## src/rtl/demux_pkg.sv

```systemverilog
// ---------------------------------------------------------------------------
// demux_pkg
//   Shared constants and helpers for the stream demultiplexer.
//   - Default widths/channel count used by stream_demux.
//   - Saturation value of the default drop counter.
//   - Slice helper locating channel i inside the flattened out_data bus.
// ---------------------------------------------------------------------------
package demux_pkg;

    localparam int unsigned DEF_DATA_W  = 8;
    localparam int unsigned DEF_NUM_OUT = 3;
    localparam int unsigned DEF_SEL_W   = 2;
    localparam int unsigned DEF_CNT_W   = 8;

    // Largest value the default-width drop counter may hold before it sticks.
    localparam int unsigned DEF_DROP_SAT = (2 ** DEF_CNT_W) - 1;

    // Lowest bit of channel `ch` inside a bus of `w`-bit channel slices.
    function automatic int unsigned slice_lo(input int unsigned ch, input int unsigned w);
        return ch * w;
    endfunction

endpackage

```

## src/rtl/demux_slot.sv

```systemverilog
// ---------------------------------------------------------------------------
// demux_slot
//   One-entry holding register for a single demux output channel.
//   The slot is either EMPTY or FULL. A load always wins over a drain, which
//   gives the reload-while-draining behaviour needed for 1 beat/cycle.
//   The caller only asserts i_load when the slot is empty or draining, so a
//   full, stalled slot is never overwritten.
//
//   Ports
//     clk      in   clock, rising edge
//     reset    in   asynchronous active-high reset
//     i_load   in   capture i_data this cycle
//     i_data   in   beat payload
//     i_ready  in   downstream consumer accepts this cycle
//     o_valid  out  slot holds a beat (registered)
//     o_data   out  held beat (registered, stable while stalled)
// ---------------------------------------------------------------------------
module demux_slot #(
    parameter int unsigned DATA_W = 8
) (
    input  logic              clk,
    input  logic              reset,
    input  logic              i_load,
    input  logic [DATA_W-1:0] i_data,
    input  logic              i_ready,
    output logic              o_valid,
    output logic [DATA_W-1:0] o_data
);

    logic              r_valid;
    logic [DATA_W-1:0] r_data;
    logic              w_drain;

    assign w_drain = r_valid & i_ready;

    // Slot occupancy: EMPTY->FULL on load, FULL->EMPTY on drain without load.
    always_ff @(posedge clk or posedge reset) begin
        if (reset) begin
            r_valid <= 1'b0;
        end else if (i_load) begin
            r_valid <= 1'b1;
        end else if (w_drain) begin
            r_valid <= 1'b0;
        end else begin
            r_valid <= r_valid;
        end
    end

    // Payload register: only written on load, so data stays frozen while stalled.
    always_ff @(posedge clk or posedge reset) begin
        if (reset) begin
            r_data <= {DATA_W{1'b0}};
        end else if (i_load) begin
            r_data <= i_data;
        end else begin
            r_data <= r_data;
        end
    end

    assign o_valid = r_valid;
    assign o_data  = r_data;

endmodule

```

## src/rtl/stream_demux.sv

```systemverilog
// ---------------------------------------------------------------------------
// stream_demux
//   1-to-NUM_OUT registered stream demultiplexer with valid/ready handshake.
//   Each input beat is routed to the channel named by in_select and captured
//   in that channel's one-entry slot (1 cycle latency). Beats whose select is
//   out of range are always accepted, discarded, and counted in a saturating
//   drop counter with a one-cycle drop_pulse the cycle after.
//
//   Ports
//     clk         in   clock, rising edge
//     reset       in   asynchronous active-high reset
//     in_valid    in   input beat present
//     in_ready    out  beat can be accepted this cycle (combinational)
//     in_data     in   input payload
//     in_select   in   destination channel
//     out_valid   out  per-channel slot full
//     out_ready   in   per-channel consumer accepts
//     out_data    out  channel i at [i*DATA_W +: DATA_W]
//     drop_count  out  saturating count of dropped beats
//     drop_pulse  out  high for the cycle after a drop
// ---------------------------------------------------------------------------
module stream_demux
    import demux_pkg::*;
#(
    parameter int unsigned DATA_W  = DEF_DATA_W,
    parameter int unsigned NUM_OUT = DEF_NUM_OUT,
    parameter int unsigned SEL_W   = DEF_SEL_W,
    parameter int unsigned CNT_W   = DEF_CNT_W
) (
    input  logic                      clk,
    input  logic                      reset,
    input  logic                      in_valid,
    output logic                      in_ready,
    input  logic [DATA_W-1:0]         in_data,
    input  logic [SEL_W-1:0]          in_select,
    output logic [NUM_OUT-1:0]        out_valid,
    input  logic [NUM_OUT-1:0]        out_ready,
    output logic [NUM_OUT*DATA_W-1:0] out_data,
    output logic [CNT_W-1:0]          drop_count,
    output logic                      drop_pulse
);

    localparam int unsigned SEL_SPAN = 2 ** SEL_W;
    localparam logic [CNT_W-1:0] CNT_MAX = {CNT_W{1'b1}};

    // Per-select readiness over the full select space. Codes with no channel
    // behind them read as ready because those beats are dropped, never held.
    logic [SEL_SPAN-1:0] w_sel_ready;
    logic [NUM_OUT-1:0]  w_load;
    logic [NUM_OUT-1:0]  w_slot_valid;
    logic                w_accept;
    logic                w_in_range;
    logic                w_drop;
    logic [CNT_W-1:0]    r_drop_count;
    logic                r_drop_pulse;

    assign w_in_range = ({1'b0, in_select} < (SEL_W + 1)'(NUM_OUT));
    assign in_ready   = w_sel_ready[in_select];
    assign w_accept   = in_valid & in_ready;
    assign w_drop     = w_accept & ~w_in_range;

    genvar g;
    generate
        for (g = 0; g < SEL_SPAN; g = g + 1) begin : g_sel_ready
            if (g < NUM_OUT) begin : g_chan
                // Slot can take a beat if empty or emptying this very cycle.
                assign w_sel_ready[g] = ~w_slot_valid[g] | out_ready[g];
            end else begin : g_none
                assign w_sel_ready[g] = 1'b1;
            end
        end

        for (g = 0; g < NUM_OUT; g = g + 1) begin : g_slot
            assign w_load[g] = w_accept & (in_select == SEL_W'(g));

            demux_slot #(
                .DATA_W (DATA_W)
            ) u_slot (
                .clk     (clk),
                .reset   (reset),
                .i_load  (w_load[g]),
                .i_data  (in_data),
                .i_ready (out_ready[g]),
                .o_valid (w_slot_valid[g]),
                .o_data  (out_data[slice_lo(g, DATA_W) +: DATA_W])
            );
        end
    endgenerate

    assign out_valid = w_slot_valid;

    // Drop counter: counts discarded beats and sticks at its maximum.
    always_ff @(posedge clk or posedge reset) begin
        if (reset) begin
            r_drop_count <= {CNT_W{1'b0}};
        end else if (w_drop && (r_drop_count != CNT_MAX)) begin
            r_drop_count <= r_drop_count + CNT_W'(1);
        end else begin
            r_drop_count <= r_drop_count;
        end
    end

    // Drop pulse: registered so it appears exactly one cycle after the drop.
    always_ff @(posedge clk or posedge reset) begin
        if (reset) begin
            r_drop_pulse <= 1'b0;
        end else begin
            r_drop_pulse <= w_drop;
        end
    end

    assign drop_count = r_drop_count;
    assign drop_pulse = r_drop_pulse;

endmodule

```

## config.mk

```make
export PLATFORM = sky130hd
export DESIGN_NAME = stream_demux
export DESIGN_NICKNAME = d
export VERILOG_FILES = /design/src/rtl/demux_pkg.sv /design/src/rtl/demux_slot.sv /design/src/rtl/stream_demux.sv
export SDC_FILE = /design/constraint.sdc
export NUM_CORES = 1
export LEC_CHECK = 0
export BUFFER_PORTS_ARGS = -buffer_cell sky130_fd_sc_hd__buf_2
export CORE_MARGIN = 4
export CORE_UTILIZATION = 40
export DETAILED_ROUTE_END_ITERATION = 8
export PLACE_DENSITY = 0.69
export SLEW_MARGIN = 5
export SYNTH_ARGS = -nofsm -noshare
export SYNTH_HDL_FRONTEND = slang
export SYNTH_SLANG_ARGS = --single-unit
```

## constraint.sdc

```tcl
create_clock -name clk -period 1.5 [get_ports clk]
set_input_delay 0.375 -clock clk [delete_from_list [all_inputs] [get_ports clk]]
set_output_delay 0.375 -clock clk [all_outputs]
set_load 0.05 [all_outputs]
```

# After elaboration in Yosys (flattened, before gate mapping)
# Cells that the tools add are included.
# word_totals
ff_bits,36
latch_bits,0
ram_bits,0
mem_bits_ro,0
out_inout_bits,37
word_cells,42
n_memories,0
# op_classes
addsub,1
mul,0
div,0
n_lt_le_gt_ge,2
eq_ne,3
n_shift,0
mux,8
bitwise,15
reduce_logical,5
# ops
op,count
"8-bit by 1-bit adder with 8-bit output, second input constant",1
1-bit AND,8
"8-bit != test, second input constant",1
1-bit two-way mux,7
2-bit nonzero test,3
1-bit inverter,4
"2-bit by 3-bit less-than comparator with 1-bit output, second input constant",1
1-bit OR,3
1-bit binary-select mux with 2-bit select,1
"2-bit by 1-bit equality test with 1-bit output, second input constant",1
"2-bit equality test, second input constant",1
2-bit zero test,1
"2-bit less-than comparator, second input constant",1
1-bit logical AND,1

# Logic depth before layout (Yosys ltp)
# Gate-level depths: netlist of run 1.
# logic_depth
ltp_word,7
depth_mapped,4
mapped_depth_nobuf,4

# Modules after synthesis
# A second synthesis of run 1 with hierarchy kept.
# unflattened
hier_cells,114
area_unflattened_um2,1650.3
# by_module_without_submodules
module,instances,cells_per_inst,area_per_inst_um2
demux_slot,3,21,372.9
stream_demux,1,51,531.8

# Worst setup path before layout of run 1
# Ideal clock, no wire load.
# synth_path
kind,input -> output
start,input port out_ready[0]
end,output port in_ready
t_arrival_ps,1646
required_time_ps,1125
setup_slack_ps,-521
stages,3
cell_sequence,nand2b_1 > o21ai_0 > o21ai_0
# synth_between
elab_chain_cells,3
# synth_rtl
element,line,text
start: declaration,stream_demux.sv:37,"input logic [NUM_OUT-1:0] out_ready,"
1-bit OR,stream_demux.sv:67,assign w_sel_ready[g] = ~w_slot_valid[g] | out_ready[g];
1-bit binary-select mux with 2-bit select,stream_demux.sv:58,assign in_ready = w_sel_ready[in_select];
1-bit two-way mux (not written as such),stream_demux.sv:58,
end: declaration,stream_demux.sv:33,"output logic in_ready,"
# Every way passes these cells. The select of a mux whose other input is x is not followed.

# Worst setup path in the final report of run 1
# layout_path
start,register g_slot[0].u_slot.r_valid
end,output port in_ready
# layout_between
elab_chain_cells,4
# layout_rtl
element,line,text
start: declaration,demux_slot.sv:30,logic r_valid;
start signal: assignment,demux_slot.sv:45,r_valid <= r_valid;
1-bit inverter,stream_demux.sv:67,
1-bit OR,stream_demux.sv:67,
1-bit binary-select mux with 2-bit select,stream_demux.sv:58,
1-bit two-way mux (not written as such),stream_demux.sv:58,
# Every way passes these cells. The select of a mux whose other input is x is not followed.

==> flow_summary.toml, run 1 <==
[synthesis]
ys_ff_latch = 36
synth_common_cells = "dfrtp_1, mux2_2, nand2_1"
yosysTopAreaCell = "dfrtp_1"
synth_edf_count = 0
netlist-cell-type-count = 24
yosysMostFrequentCell = "dfrtp_1"
synthesis.nets = 130
synth.area.top_cells = "dfrtp_1, mux2_2, nand2_1"
syn_area_mm2 = 0.001511
syn_inst = 113
yosysTopAreaCellShare = 0.5960
yosys_warnings = 0
synth_area_per_cell_um2 = 13.38
yosysSeqAreaShare = 0.5960
synthFlopType = "dfrtp_1"
async_reset_ff_frac = 1.000

[route]
first_pass_iters = 4
via_count = 1127
first_iter_violations = 39
via_per_inst = 4.987
antenna_left = 0
drc = 0
wirelength_mm = 3.339
wl_per_cell_um = 14.77

[setup_path]
worst_ep_arrival_time_ps = 1140
worstSetupStartpointType = "flip-flop"
reg2reg_to = "g_slot[1].u_slot.o_data[5]$_DFFE_PP0P_"
r2r_slack_ps = 70
worstRegToRegCells = 5
crit_path_max_fanout = 2
r2r_start = "g_slot[1].u_slot.o_valid$_DFFE_PP0P_"
criticalPathCategory = "reg2out"
cp-end-kind = "primary output"
critPathRequiredTime_ps = 1120

[place]
pre_cts_slack_ps = -71.40
placed_cells = 216
dpl.hpwl_mm = 2.461
gp_congestion = 0.8468
io_buffer_count = 52

[cells_and_area]
drive_gt1_frac = 0.6348
nNetsFinal = 194
finalNonFillerCells = 226
area_growth_syn_to_layout_pct = 35.18
antenna-diode-count = 0
final_util = 0.5581

[sta]
finalCritPeriodShare = 1.012
fmax_mhz = 658.6
finalCriticalPeriod_ps = 1518
layout_setup_ws_ps = -18.42
tightest_slew_ps = 458.6
finalHoldViolCount = 0
rsz0062_at_grt = "true"
max_slew_margin = 0.6942
fin_skew_ps = 4.162
setup_viol = 1
slew_viol_final = 0
hold-worst-slack_ps = 178.8

[die]
die_y_um = 69.47
io_pins = 53
die_x_um = 69.47
num_rows = 22
initial_core_util = 0.4129
die-area_mm2 = 0.004826
core-area_mm2 = 0.003661

[job]
maxCapViolCount = 0

[global_routing]
grt_pass1_wl_mm = 5.706
overflow = 0
first_global_vias = 1199
grt_max_degree = 37
antenna_found_initial = 0
grt_use_total = 0.1519

[power]
leakage_nw = 0.9725
ir_worst_vdd_mv = 0.8646
powerDensity_mw_per_mm2 = 1695

[clock_tree]
clk_path_buf_depth = 2
clock_latency_ps = 280
cts_buffers = 5
cts_tree = "yes"
path_clk_slew_ps = 70
cts.sinks = 36
cts_max_level = 2
root_buffer = "clkbuf_8"

[hold_path]
worstHoldPathType = "in2async"

[run_status]
status = "finished with violations"
failed_checks = "setup timing"
worst max path at each step:
stage                                          from  cells after the start  slack (ps)                         to
4_1_cts        g_slot[0].u_slot.o_valid$_DFFE_PP0P_                      4         -50                   in_ready
2_1_floorplan             drop_count[0]$_DFFE_PP0P_                      4         -60  drop_count[1]$_DFFE_PP0P_
5_1_grt        g_slot[0].u_slot.o_valid$_DFFE_PP0P_                      4         -80                   in_ready
3_5_place_dp                           in_select[0]                      4         -70  drop_count[7]$_DFFE_PP0P_
3_3_place_gp                           in_select[0]                      4          -2  drop_count[7]$_DFFE_PP0P_
6_report       g_slot[0].u_slot.o_valid$_DFFE_PP0P_                      4         -20                   in_ready
final cells by class:
type	instances	area, µm²
clock inverters	3	18.77
clock buffers	5	68.82
flip-flops and latches	36	910.9
multi-input cells	69	598.1
repair buffers	61	371.6
fillers	297	1618
well taps	48	60.06
inverters	4	15.01
placed cells by master, fill, tap and decap left out, types with 3 or more instances in the layout:
cell      synthesis  routed
buf_2             1      51
mux2_2           29      28
dfrtp_1          36      28
nand2_1           9       9
dfrtp_2           0       8
buf_4             3       6
clkbuf_8          0       5
inv_1             4       4
nand3_1           3       3
o21ai_2           1       3
buf_12            0       3
worst max-delay path, cell delays in order (launching register included):
cell	delay, ps
dfrtp_1	370
nand2b_1	110
o21ai_2	60
o21ai_2	140
buf_6	180
report_power, final:
group / switching (W) / internal, W
Sequential: 0.000172 / 0.00119
Combinational: 0.00102 / 0.000410
Clock: 0.000346 / 0.000323
metrics by stage:
stage,cell area [µm²],TNS (ps),total power (W)
floorplan,1541,-59.15,0.002444
global placement,1924,-1.932,0.002768
detailed placement,1924,-290.0,0.002814
CTS,2037,-51.80,0.003502
global route,2043,-84.47,0.003669
finish,2043,-18.42,0.003462
metal layers:
| metal | up-vias | global-route usage | wire length, µm |
|---|---|---|---|
| met1 | 552 | 0.1566 | 1272 |
| met5 | - | 0 | 0 |
| met4 | 0 | 0.05206 | 52 |
| met2 | 39 | 0.2659 | 1733 |
| met3 | 6 | 0.07536 | 281 |
| li1 | 530 | - | - |
timing repair:
item	in CTS	in global routing
endpoints found under the setup margin	1	2
hold buffers	0	0
setup buffers	2	0
resized for setup	5	1
pin swaps	1	1
hold endpoints to repair	0	0
cloned	0	0
registers in the layout (all words and copies together) (netlist names):
name,count
drop_count,8
drop_pulse,1
g_slot.u_slot.o_data,24
g_slot.u_slot.o_valid,3
cell families after synthesis:
group / count (synthesis) / share of synthesized area
AO/OA/AOI/OAI: 8 / 0.03311
XOR/XNOR: 1 / 0.005796
adder cells (fa/ha/maj): 1 / 0.008277
buffers and inverters: 8 / 0.02814
flip-flops: 36 / 0.5960
multiplexers: 30 / 0.2227
AND/OR/NAND/NOR: 29 / 0.1060
Note: power is estimated with default switching activity, not from simulation.
==> run 2, diff against run 1 <==
--- a/config.mk
+++ b/config.mk
@@ -6,10 +6,12 @@
 export NUM_CORES = 1
 export LEC_CHECK = 0
 export BUFFER_PORTS_ARGS = -buffer_cell sky130_fd_sc_hd__buf_2
+export CELL_PAD_IN_SITES_DETAIL_PLACEMENT = 2
+export CELL_PAD_IN_SITES_GLOBAL_PLACEMENT = 2
 export CORE_MARGIN = 4
-export CORE_UTILIZATION = 40
+export CORE_UTILIZATION = 28
 export DETAILED_ROUTE_END_ITERATION = 8
-export PLACE_DENSITY = 0.69
+export PLACE_DENSITY_LB_ADDON = 0.1
 export SLEW_MARGIN = 5
 export SYNTH_ARGS = -nofsm -noshare
 export SYNTH_HDL_FRONTEND = slang
==> flow_summary.toml, run 2 (synthesized netlist as in run 1, its figures left out) <==
[global_routing]
grt_use_total = 0.1276
use_met2 = 0.2272
grt_max_degree = 37
antenna_found_initial = 0
met1_usage = 0.1489
use_met3 = 0.02961
first_global_vias = 1277
grt_pass1_wl_mm = 6.396
grt.busiest_layer = "met2"
overflow = 0

[setup_path]
crit_path_max_fanout = 3
r2r_slack_ps = 80
worst_ep_arrival_time_ps = 1150
crit_chain = "nand3b_1, o21ai_2, o21ai_2, buf_6"
reg2reg_to = "drop_count[7]$_DFFE_PP0P_"
crit_family = "flip-flops"
cpMaxStageDelayCell = "dfrtp_1"
cpPeakStageDelay_ps = 400
worstRegToRegCells = 3
critPathRequiredTime_ps = 1120
criticalPathCategory = "reg2out"
cp_num_buf_inv = 1
cp-end-kind = "primary output"
worstSetupStartpointType = "flip-flop"
r2r_start = "drop_count[2]$_DFFE_PP0P_"
cp_common_cell = "o21ai_2"

[sta]
hold-worst-slack_ps = 191.8
max_slew_margin = 0.6860
layout_setup_ws_ps = -21.02
rsz0062_at_grt = "true"
setup_viol = 1
fmax_mhz = 657.5
fin_skew_ps = 1.618
finalCriticalPeriod_ps = 1521
slew_viol_final = 0
finalHoldViolCount = 0
finalCritPeriodShare = 1.014
tightest_slew_ps = 471.0

[cells_and_area]
area_growth_syn_to_layout_pct = 37.75
fillerInstances = 544
layout_commonest_cell = "buf_2"
mostFrequentLayoutCells = "buf_2, mux2_2, dfrtp_1"
multi_input_area_um2 = 591.8
nNetsFinal = 192
register_area_um2 = 910.9
largest_register_ffs = 24
antenna-diode-count = 0
final_area_mm2 = 0.002082
drive_gt1_frac = 0.6193

[route]
via_count = 1112
first_pass_iters = 4
first_iter_violations = 24
wl_per_cell_um = 15.84
wirelength_mm = 3.896
via_per_inst = 4.520
antenna_left = 0
drc = 0

[clock_tree]
hold_buffers = 0
clk_path_buf_depth = 2
cts.sinks = 36
cts_tree = "yes"
root_buffer = "clkbuf_8"
cts_max_level = 2
path_clk_slew_ps = 70
post_cts_buffers = 0
cts_buffers = 5
clock_latency_ps = 280

[job]
maxCapViolCount = 0

[place]
io_buffer_count = 52
place_area_mm2 = 0.001964
dpl.hpwl_mm = 3.007
gp_congestion = 0.7500
pre_cts_slack_ps = -86.99

[power]
powerDensity_mw_per_mm2 = 1742
ir_worst_vdd_mv = 0.7343
leakage_nw = 0.9743

[die]
die_y_um = 81.47
die_x_um = 81.47
io_pins = 53
die-area_mm2 = 0.006637
core-area_mm2 = 0.005172
initial_core_util = 0.2922
num_rows = 26

[run_status]
failed_checks = "setup timing"
status = "finished with violations"

[hold_path]
worstHoldPathType = "in2async"
run 2: how the worst max path moves through the flow:
stage                                               startpoint                                      to  slack (ps)  depth (start not counted)
final                     g_slot[1].u_slot.o_valid$_DFFE_PP0P_                                in_ready         -20                          4
after floorplan                      drop_count[0]$_DFFE_PP0P_               drop_count[1]$_DFFE_PP0P_         -60                          4
after detailed placement                          in_select[1]               drop_count[7]$_DFFE_PP0P_         -90                          4
after global placement                            in_select[0]  g_slot[2].u_slot.o_data[5]$_DFFE_PP0P_         -20                          5
after global routing      g_slot[1].u_slot.o_valid$_DFFE_PP0P_                                in_ready        -100                          4
after CTS                 g_slot[0].u_slot.o_valid$_DFFE_PP0P_                                in_ready         -30                          4
run 2: what timing repair did:
item,CTS,global route
resized for setup,4,1
endpoints found under the hold margin,0,0
setup endpoints to repair,1,1
run 2: report_power, final:
part           internal, W  switching [W]
sequential         0.00119       0.000182
clock             0.000493       0.000327
combinational     0.000407        0.00102
total              0.00209        0.00153
run 2: final cells by class:
| class | count | share of cell area |
|---|---|---|
| sequential | 36 | 0.4375 |
| multi-input combinational | 69 | 0.2843 |
| timing repair buffer | 59 | 0.1773 |
| tap | 70 | 0.04207 |
| clock buffer | 6 | 0.03486 |
| clock inverter | 2 | 0.01683 |
| inverter | 4 | 0.007212 |
run 2: routing by layer:
| layer | up-vias | wire, µm |
|---|---|---|
| li1 | 522 | - |
| met5 | - | 0 |
| met2 | 36 | 1975 |
| met1 | 550 | 1642 |
| met4 | 0 | 33 |
| met3 | 4 | 245 |
run 2: through the flow:
step	util	TNS, ps	std cells	total power [W]
after detailed placement	0.3798	-473.2	238	0.002851
final	0.4025	-21.02	246	0.003626
after global placement	0.3798	-182.0	238	0.002797
after floorplan	-	-59.15	113	0.002444
after CTS	0.4018	-31.54	246	0.003688
after global routing	0.4025	-98.21	246	0.003844
run 2: worst register-to-register path, delay by kind of cell, from the launching register on:
| family | cells | cell delay [ps] |
|---|---|---|
| AND/OR/NAND/NOR | 2 | 480 |
| multiplexers | 1 | 380 |
| flip-flops | 1 | 440 |
==> run 3, diff against run 2 <==
--- a/config.mk
+++ b/config.mk
@@ -12,6 +12,7 @@
 export CORE_UTILIZATION = 28
 export DETAILED_ROUTE_END_ITERATION = 8
 export PLACE_DENSITY_LB_ADDON = 0.1
+export REMOVE_ABC_BUFFERS = 1
 export SLEW_MARGIN = 5
 export SYNTH_ARGS = -nofsm -noshare
 export SYNTH_HDL_FRONTEND = slang
==> flow_summary.toml, run 3 (synthesized netlist as in run 1, its figures left out) <==
[clock_tree]
root_buffer = "clkbuf_8"
clock_latency_ps = 280
cts_buffers = 5
cts.sinks = 36
path_clk_slew_ps = 80
cts_max_level = 2
clk_path_buf_depth = 2
cts_tree = "yes"

[sta]
slew_viol_final = 0
fin_skew_ps = 6.578
max_slew_margin = 0.6927
tightest_slew_ps = 461.0
setup_viol = 1
finalCritPeriodShare = 1.029
fmax_mhz = 647.6
finalHoldViolCount = 0
layout_setup_ws_ps = -44.05
hold-worst-slack_ps = 186.9
finalCriticalPeriod_ps = 1544
rsz0062_at_grt = "true"

[place]
gp_congestion = 0.7802
pre_cts_slack_ps = -27.43
dpl.hpwl_mm = 2.948
io_buffer_count = 52

[cells_and_area]
layout_commonest_cell = "buf_2"
multi_input_area_um2 = 568.0
area_growth_syn_to_layout_pct = 38.58
mostFrequentLayoutCells = "buf_2, dfrtp_1, mux2_2"
register_area_um2 = 900.9
drive_gt1_frac = 0.5792
final_util = 0.4049
fillerInstances = 555
largest_register_ffs = 24
antenna-diode-count = 0
nNetsFinal = 199

[die]
die_y_um = 81.47
initial_core_util = 0.2922
io_pins = 53
num_rows = 26
die_x_um = 81.47
die-area_mm2 = 0.006637
core-area_mm2 = 0.005172

[route]
wl_per_cell_um = 15.52
first_pass_iters = 4
drc = 0
via_per_inst = 4.601
wirelength_mm = 3.927
first_iter_violations = 46
via_count = 1164
antenna_left = 0

[global_routing]
grt_use_total = 0.1232
overflow = 0
use_met3 = 0.03509
grt.busiest_layer = "met2"
use_met2 = 0.2199
met1_usage = 0.1428
antenna_found_initial = 0
grt_pass1_wl_mm = 6.147
grt_max_degree = 37
first_global_vias = 1245

[setup_path]
r2r_slack_ps = 60
worst_ep_arrival_time_ps = 1170
criticalPathCategory = "reg2out"
cp-end-kind = "primary output"
worstSetupStartpointType = "flip-flop"
crit_path_max_fanout = 2
critPathRequiredTime_ps = 1120
worstRegToRegCells = 5

[run_status]
failed_checks = "setup timing"
status = "finished with violations"

[power]
ir_worst_vdd_mv = 0.7788
leakage_nw = 1.005
powerDensity_mw_per_mm2 = 1758

[hold_path]
worstHoldPathType = "in2async"

[job]
maxCapViolCount = 0
[run 3: changes by cell type in the layout (fill, tap and decap cells not counted), moves of 2 or more]
| cell | delta |
|---|---|
| buf_4 | +8 |
| dfrtp_1 | +8 |
| dfrtp_2 | -8 |
| o21ai_2 | -2 |
[run 3: critical path, cell delays in order (launching register included)]
cell      delay, ps
dfrtp_1         380
nand2b_1         90
o21ai_1          60
o21ai_1         170
buf_6           180
[run 3: path summary, 6_finish.rpt]
path                                                   startpoint                                      to
max                          g_slot[0].u_slot.o_valid$_DFFE_PP0P_                                in_ready
min                                                         reset               drop_count[3]$_DFFE_PP0P_
max reg2reg                  g_slot[1].u_slot.o_valid$_DFFE_PP0P_  g_slot[1].u_slot.o_data[1]$_DFFE_PP0P_
min reg2reg                g_slot[0].u_slot.o_data[0]$_DFFE_PP0P_  g_slot[0].u_slot.o_data[0]$_DFFE_PP0P_
max in group asynchronous                                   reset    g_slot[1].u_slot.o_valid$_DFFE_PP0P_
min in group clk                                       in_data[2]  g_slot[2].u_slot.o_data[2]$_DFFE_PP0P_
[run 3: what timing repair did]
| item | CTS | global route |
|---|---|---|
| pin swaps | 1 | 1 |
| gates resized for setup | 4 | 1 |
| hold buffers | 0 | 0 |
| setup buffers | 2 | 1 |
| setup endpoints to repair | 1 | 3 |
[run 3: layer usage]
metal  up-vias  wire length, µm
li1        530                -
met1       596             1580
met2        34             2050
met3         4              259
met4         0               36
met5         -                0
[run 3: through the flow]
step / instances / setup TNS, ps / area (µm²) / total power, W
after floorplan: 109 / -2254 / 1484 / 0.002379
after global placement: 242 / 0 / 1952 / 0.002810
after detailed placement: 242 / -190.2 / 1952 / 0.002852
after CTS: 252 / -52.95 / 2085 / 0.003720
after global routing: 253 / -131.3 / 2095 / 0.003884
final: 253 / -44.05 / 2095 / 0.003682
[run 3: area by class of cell]
type	count	area share
Multi-Input combinational cell	69	0.2712
Sequential cell	36	0.4301
Clock buffer	5	0.03286
Tap cell	70	0.04182
Clock inverter	3	0.02031
Inverter	4	0.007168
Timing Repair Buffer	66	0.1965
[run 3: power breakdown]
group | switching [W] | leakage [nW] | internal (W)
clock network | 0.000345 | 0.0541 | 0.000492
registers | 0.000147 | 0.435 | 0.00118
logic | 0.00106 | 0.516 | 0.000460
total | 0.00155 | 1.01 | 0.00213
